`src/rtl/pipe_hazard_ctrl.sv`:
```
// Hazard sequencer for the 5-stage MIPS pipeline: load-use stalls, taken-branch flushes, memory waits.
// Optional performance counters are built when HAZ_PERF_EN is defined.
module pipe_hazard_ctrl #(
  parameter int MEM_TIMEOUT = 64,
  parameter int TO_W        = 7,
  parameter int CNT_W       = 16
) (
  input  logic             clk,
  input  logic             rst_n,
  input  logic [4:0]       id_rs,
  input  logic [4:0]       id_rt,
  input  logic             id_uses_rt,
  input  logic             idex_mem_read,
  input  logic [4:0]       idex_rt,
  input  logic [2:0]       exmem_M,
  input  logic [7:0]       exmem_status,
  input  logic             mem_ready,
  output logic             pc_write,
  output logic             pc_src,
  output logic             ifid_write,
  output logic             idex_write,
  output logic             exmem_write,
  output logic             ifid_flush,
  output logic             idex_flush,
  output logic             exmem_flush,
  output logic             memwb_flush,
  output logic             mem_req,
  output logic             mem_err,
  output logic [CNT_W-1:0] stall_cnt,
  output logic [CNT_W-1:0] flush_cnt
);

  typedef enum logic [1:0] {RUN, LD_STALL, MEM_WAIT} state_t;

  state_t          state, state_nxt;
  logic [TO_W-1:0] to_cnt, to_cnt_nxt;
  logic            branch_taken, load_use, timeout, mem_stall;
  logic            unused_status;

  assign unused_status = ^exmem_status[7:1];

  assign mem_req      = exmem_M[1] | exmem_M[0];
  assign branch_taken = exmem_M[2] & exmem_status[0];
  assign load_use     = idex_mem_read & (idex_rt != 5'd0) &
                        ((idex_rt == id_rs) | (id_uses_rt & (idex_rt == id_rt)));

  // A timed-out access is treated as complete, so it never counts as a stall cycle.
  assign timeout   = (state == MEM_WAIT) & mem_req & ~mem_ready &
                     (to_cnt == TO_W'(MEM_TIMEOUT - 1));
  assign mem_stall = mem_req & ~mem_ready & (state != LD_STALL) & ~timeout;

  always_ff @(posedge clk or negedge rst_n) begin
    if (!rst_n) begin
      state   <= RUN;
      to_cnt  <= '0;
      mem_err <= 1'b0;
    end else begin
      state   <= state_nxt;
      to_cnt  <= to_cnt_nxt;
      mem_err <= mem_err | timeout;
    end
  end

  always_comb begin
    state_nxt   = RUN;
    to_cnt_nxt  = '0;
    pc_write    = 1'b1;
    pc_src      = 1'b0;
    ifid_write  = 1'b1;
    idex_write  = 1'b1;
    exmem_write = 1'b1;
    ifid_flush  = 1'b0;
    idex_flush  = 1'b0;
    exmem_flush = 1'b0;
    memwb_flush = 1'b0;
    if (!rst_n) begin
      pc_write    = 1'b0;
      ifid_write  = 1'b0;
      idex_write  = 1'b0;
      exmem_write = 1'b0;
      ifid_flush  = 1'b1;
      idex_flush  = 1'b1;
      exmem_flush = 1'b1;
      memwb_flush = 1'b1;
    end else if (mem_stall) begin
      state_nxt   = MEM_WAIT;
      to_cnt_nxt  = to_cnt + TO_W'(1);
      pc_write    = 1'b0;
      ifid_write  = 1'b0;
      idex_write  = 1'b0;
      exmem_write = 1'b0;
      memwb_flush = 1'b1;
    end else if (branch_taken) begin
      // Younger instructions are squashed, so a coincident load-use needs no stall.
      pc_src      = 1'b1;
      ifid_flush  = 1'b1;
      idex_flush  = 1'b1;
      exmem_flush = 1'b1;
    end else if (load_use && state == RUN) begin
      state_nxt   = LD_STALL;
      pc_write    = 1'b0;
      ifid_write  = 1'b0;
      idex_flush  = 1'b1;
    end
  end

`ifdef HAZ_PERF_EN
  logic [CNT_W-1:0] stall_q, flush_q;

  always_ff @(posedge clk or negedge rst_n) begin
    if (!rst_n) begin
      stall_q <= '0;
      flush_q <= '0;
    end else begin
      if (!pc_write && stall_q != {CNT_W{1'b1}})
        stall_q <= stall_q + CNT_W'(1);
      if (branch_taken && !mem_stall && flush_q != {CNT_W{1'b1}})
        flush_q <= flush_q + CNT_W'(1);
    end
  end

  assign stall_cnt = stall_q;
  assign flush_cnt = flush_q;
`else
  assign stall_cnt = '0;
  assign flush_cnt = '0;
`endif

endmodule

```
`config.mk`:
```
export PLATFORM = sky130hd
export DESIGN_NAME = pipe_hazard_ctrl
export DESIGN_NICKNAME = d
export VERILOG_FILES = /design/src/rtl/pipe_hazard_ctrl.sv
export SDC_FILE = /design/constraint.sdc
export NUM_CORES = 1
export LEC_CHECK = 0
export ABC_AREA = 1
export CORE_MARGIN = 5
export CORE_UTILIZATION = 34
export CTS_CLUSTER_SIZE = 20
export DETAILED_ROUTE_END_ITERATION = 7
export PLACE_DENSITY = 0.85
export SETUP_SLACK_MARGIN = 0.1
export SLEW_MARGIN = 10
export SYNTH_ARGS = -nofsm -noshare
export SYNTH_HDL_FRONTEND = slang
export SYNTH_SLANG_ARGS = --single-unit
```
`constraint.sdc`:
```
create_clock -name clk -period 1.8 [get_ports clk]
set_clock_uncertainty 0.1 [all_clocks]
set_input_delay 0.18 -clock clk [delete_from_list [all_inputs] [get_ports clk]]
set_output_delay 0.18 -clock clk [all_outputs]
set_load 0.02 [all_outputs]
```
==> results.txt <==
For the finished layout, the period the worst path requires is 1.93 ns. The final reports fail on negative setup slack. The starting DRC count in detailed routing is 19, and the overall track demand over capacity in global routing is 11.6%. Summed over all layers, the global routing overflow is 0.

STA classifies the critical path startpoint as a flop. Final-report hold violation count: 0. Compared with the post-synthesis result, the final layout area differs by 47.2%. For the number of levels the H-tree was split into, the log shows 1.

The tools report the capturing instance or port of the critical path as pc_src. Of the post-synthesis cell area, the dominant cell type holds 25.8%. The commonest cells after synthesis are nand2_1 (38), buf_4 (35), inv_1 (27), nor2_1 (19), dfrtp_1 (10). Across the VDD grid, the largest voltage drop is 254 uV.

From left edge to right edge, the die measures 64.7 um. After layout, the worst path uses 107% of the clock period. The tools report the worst slack after detailed placement as -0.479 ns. The tools report the worst endpoint required time as 1.52 ns.

The first detailed-routing pass ran for 4 iterations. The max-cap violation count was 0; the setup slack of the critical path after layout was -0.131 ns. Ranked by total cell area, the synthesized netlist is headed by buf_4 (26%), dfrtp_1 (25%), nand2_1 (14%), inv_1 (10%), nor2_1 (7.0%).

The most instantiated library cell after synthesis was nand2_1. The number of library cell types mapped by synthesis is 18, and the maximum clock frequency is 518 MHz. Setup repair after global routing could not meet its margin everywhere. Synthesis handed over a netlist of 153 instances. For flop-to-flop paths, the worst setup slack is 0.16 ns. The routed layout has 963 vias. The endpoint type of the worst setup path is a primary output. The total clock buffers created by CTS is 3. After detailed routing, the number of remaining DRC violations is 0.

The number of cells on the worst reg-to-reg path is 9. The via count of the first global-routing pass came out at 928. The primary flip-flop cell chosen by synthesis mapping was dfrtp_1.

The congestion estimate from routability-driven global placement came to 0.768. In this run the worst path has a maximum fanout of 4. For the worst setup path, the data arrival time is 1.65 ns. The number of synthesized flops with an enable pin was 0; the sum of routed wire length over all layers was 2340 um. The clock-pin slew on the worst setup and hold paths was 0.07 ns. Of the cells placed in the final design, the portion with a size suffix greater than 1 is 23.1%. The count of antenna diodes in the layout was 0; the number of warnings printed during yosys synthesis was 0. For this design the ratio of total power to cell area is 472 nW/um^2. The synthesized netlist occupies a cell area of 1020 sq um. Launch instance of the worst register-to-register path: to_cnt[0].

The tightest min-delay check is of the in -> async type. The tools report the leakage power figure as 0.832 nW. Once detail routing completed, the nets flagged for antenna violations numbered 0.

Once detailed placement completed, the half-perimeter wirelength came to 2090 um. After detailed routing, the average wire length per cell comes to 9.79 um. The count of buffers added on input and output ports is 34. For the final-stage net count, the log shows 241.

Clock tree synthesis selected as its root buffer the cell clkbuf_4. The tools report the capture point of the worst reg-to-reg path as state[0]. The tools report the proportion of synthesized chip area in sequential cells as 24.6%. Once the floorplan was initialized, standard cells occupied 36.3% of the core. Clock tree synthesis found a total of 10 sinks. During I/O placement, the number of pins put on the boundary was 74. The per-instance average area after synthesis came out at 6.65 sq um. Counting flops with an async set or reset pin after synthesis yields a share of 100%.

TritonCTS built the clock tree. The synthesis-stage register bit count was 10. No sink is reached through more buffers than the 2 on the longest clock path. The final number of max-transition violations was 0; the clock latency on the worst-skew pair was 0.26 ns.

Row generation in the floorplan step produced 19 rows. The run gives 9 as the final setup violation count. The critical path starts at to_cnt[0].

The critical path is of the reg -> out type. The floorplan step defined a die boundary enclosing 4190 sq um. The first global-routing pass estimated 3870 um of wire. In the routed layout, each cell is associated on average with a via count of 4.03. The core outline area was 2810 sq um; the height of the chip was 64.7 um.

The flow ran to the end, but the final reports show violations. Entering global routing, the biggest net connects 9 pins. The number of antenna violations at the first check in global routing was 0.

Summed over all instances, the cell type with the most area after synthesis is buf_4. Once layout is complete, the utilization of the core stands at 53.4%.
cells by family (layout without fill, tap and decap cells):
group,count (synthesis),count (layout),synth area share (%)
XOR/XNOR,3,3,2.58
buffers and inverters,62,86,35.8
AO/OA/AOI/OAI,3,3,3.44
other,1,32,0.369
flip-flops,10,10,24.6
AND/OR/NAND/NOR,73,73,32.0
adder cells (fa/ha/maj),1,1,1.23
placed cells by master (no fill, tap or decap), types with 2 or more instances in the layout:
cell / instances
nand2_1: 38
conb_1: 32
inv_1: 25
clkdlybuf4s50_1: 25
buf_4: 21
nor2_1: 17
dfrtp_1: 10
buf_6: 7
nand3_1: 6
nand3_4: 3
clkbuf_4: 3
nor3_1: 2
xnor2_1: 2
nand2_2: 2
nor2_2: 2
buf_2: 2
stage by stage:
step                setup TNS, ns  cell area (sq um)  total power, mW  cells  hold WS, ns
floorplan                 -0.0299               1150            0.436    184       -0.216
global placement            -3.62               1390            0.492    231        0.399
detailed placement          -3.87               1390            0.497    231        0.407
CTS                         -1.42               1490            0.712    239        0.276
global route                -1.83               1500            0.755    239        0.268
finish                     -0.756               1500            0.708    239        0.266
what timing repair did:
action,4_1_cts,5_1_grt
endpoints found under the setup margin,9,10
setup buffers,4,0
cloned,0,0
resized for setup,56,1
hold buffers,0,0
pin swaps,6,2
layer usage:
| metal | up-vias | part of all wire [%] | wire, um | track usage (%) |
|---|---|---|---|---|
| li1 | 497 | - | - | - |
| met1 | 414 | 39 | 915 | 13.2 |
| met2 | 43 | 50 | 1170 | 21.0 |
| met3 | 9 | 7.8 | 182 | 2.07 |
| met4 | 0 | 3.3 | 78 | 5.54 |
| met5 | - | 0 | 0 | 0 |
how the worst min path moves through the flow:
stage,from,to,slack (ns),cells past startpoint
after floorplan,rst_n,mem_err,-0.22,0
after global placement,mem_err,mem_err,0.40,2
after global routing,rst_n,to_cnt[5],0.27,2
after detailed placement,mem_err,mem_err,0.41,2
after CTS,rst_n,to_cnt[4],0.28,2
final,rst_n,to_cnt[4],0.27,2
worst max-delay path: stages, from the launching register on:
cell and delay (ns):
dfrtp_1 0.39, ha_4 0.17, nand3_4 0.09, nor3_4 0.18, nand3_4 0.14, nand2_2 0.10
nand2_2 0.08, nor2_2 0.10, buf_6 0.13
sequential cells by signal, summed over array words and instances (netlist names):
register / count
mem_err: 1
state: 2
to_cnt: 7
report_power, final:
group	internal (mW)	total, mW	switching [mW]
Combinational	0.115	0.275	0.160
Clock	0.123	0.202	0.0793
Sequential	0.228	0.230	0.00269
final cells by class:
class,instances,area [sq um]
Tap cell,31,38.8
Clock buffer,4,36.3
Inverter,27,104
Multi-Input combinational cell,112,572
Sequential cell,10,250
Fill cell,278,1310
Timing Repair Buffer,55,497
(Power assumes the default switching activity.)
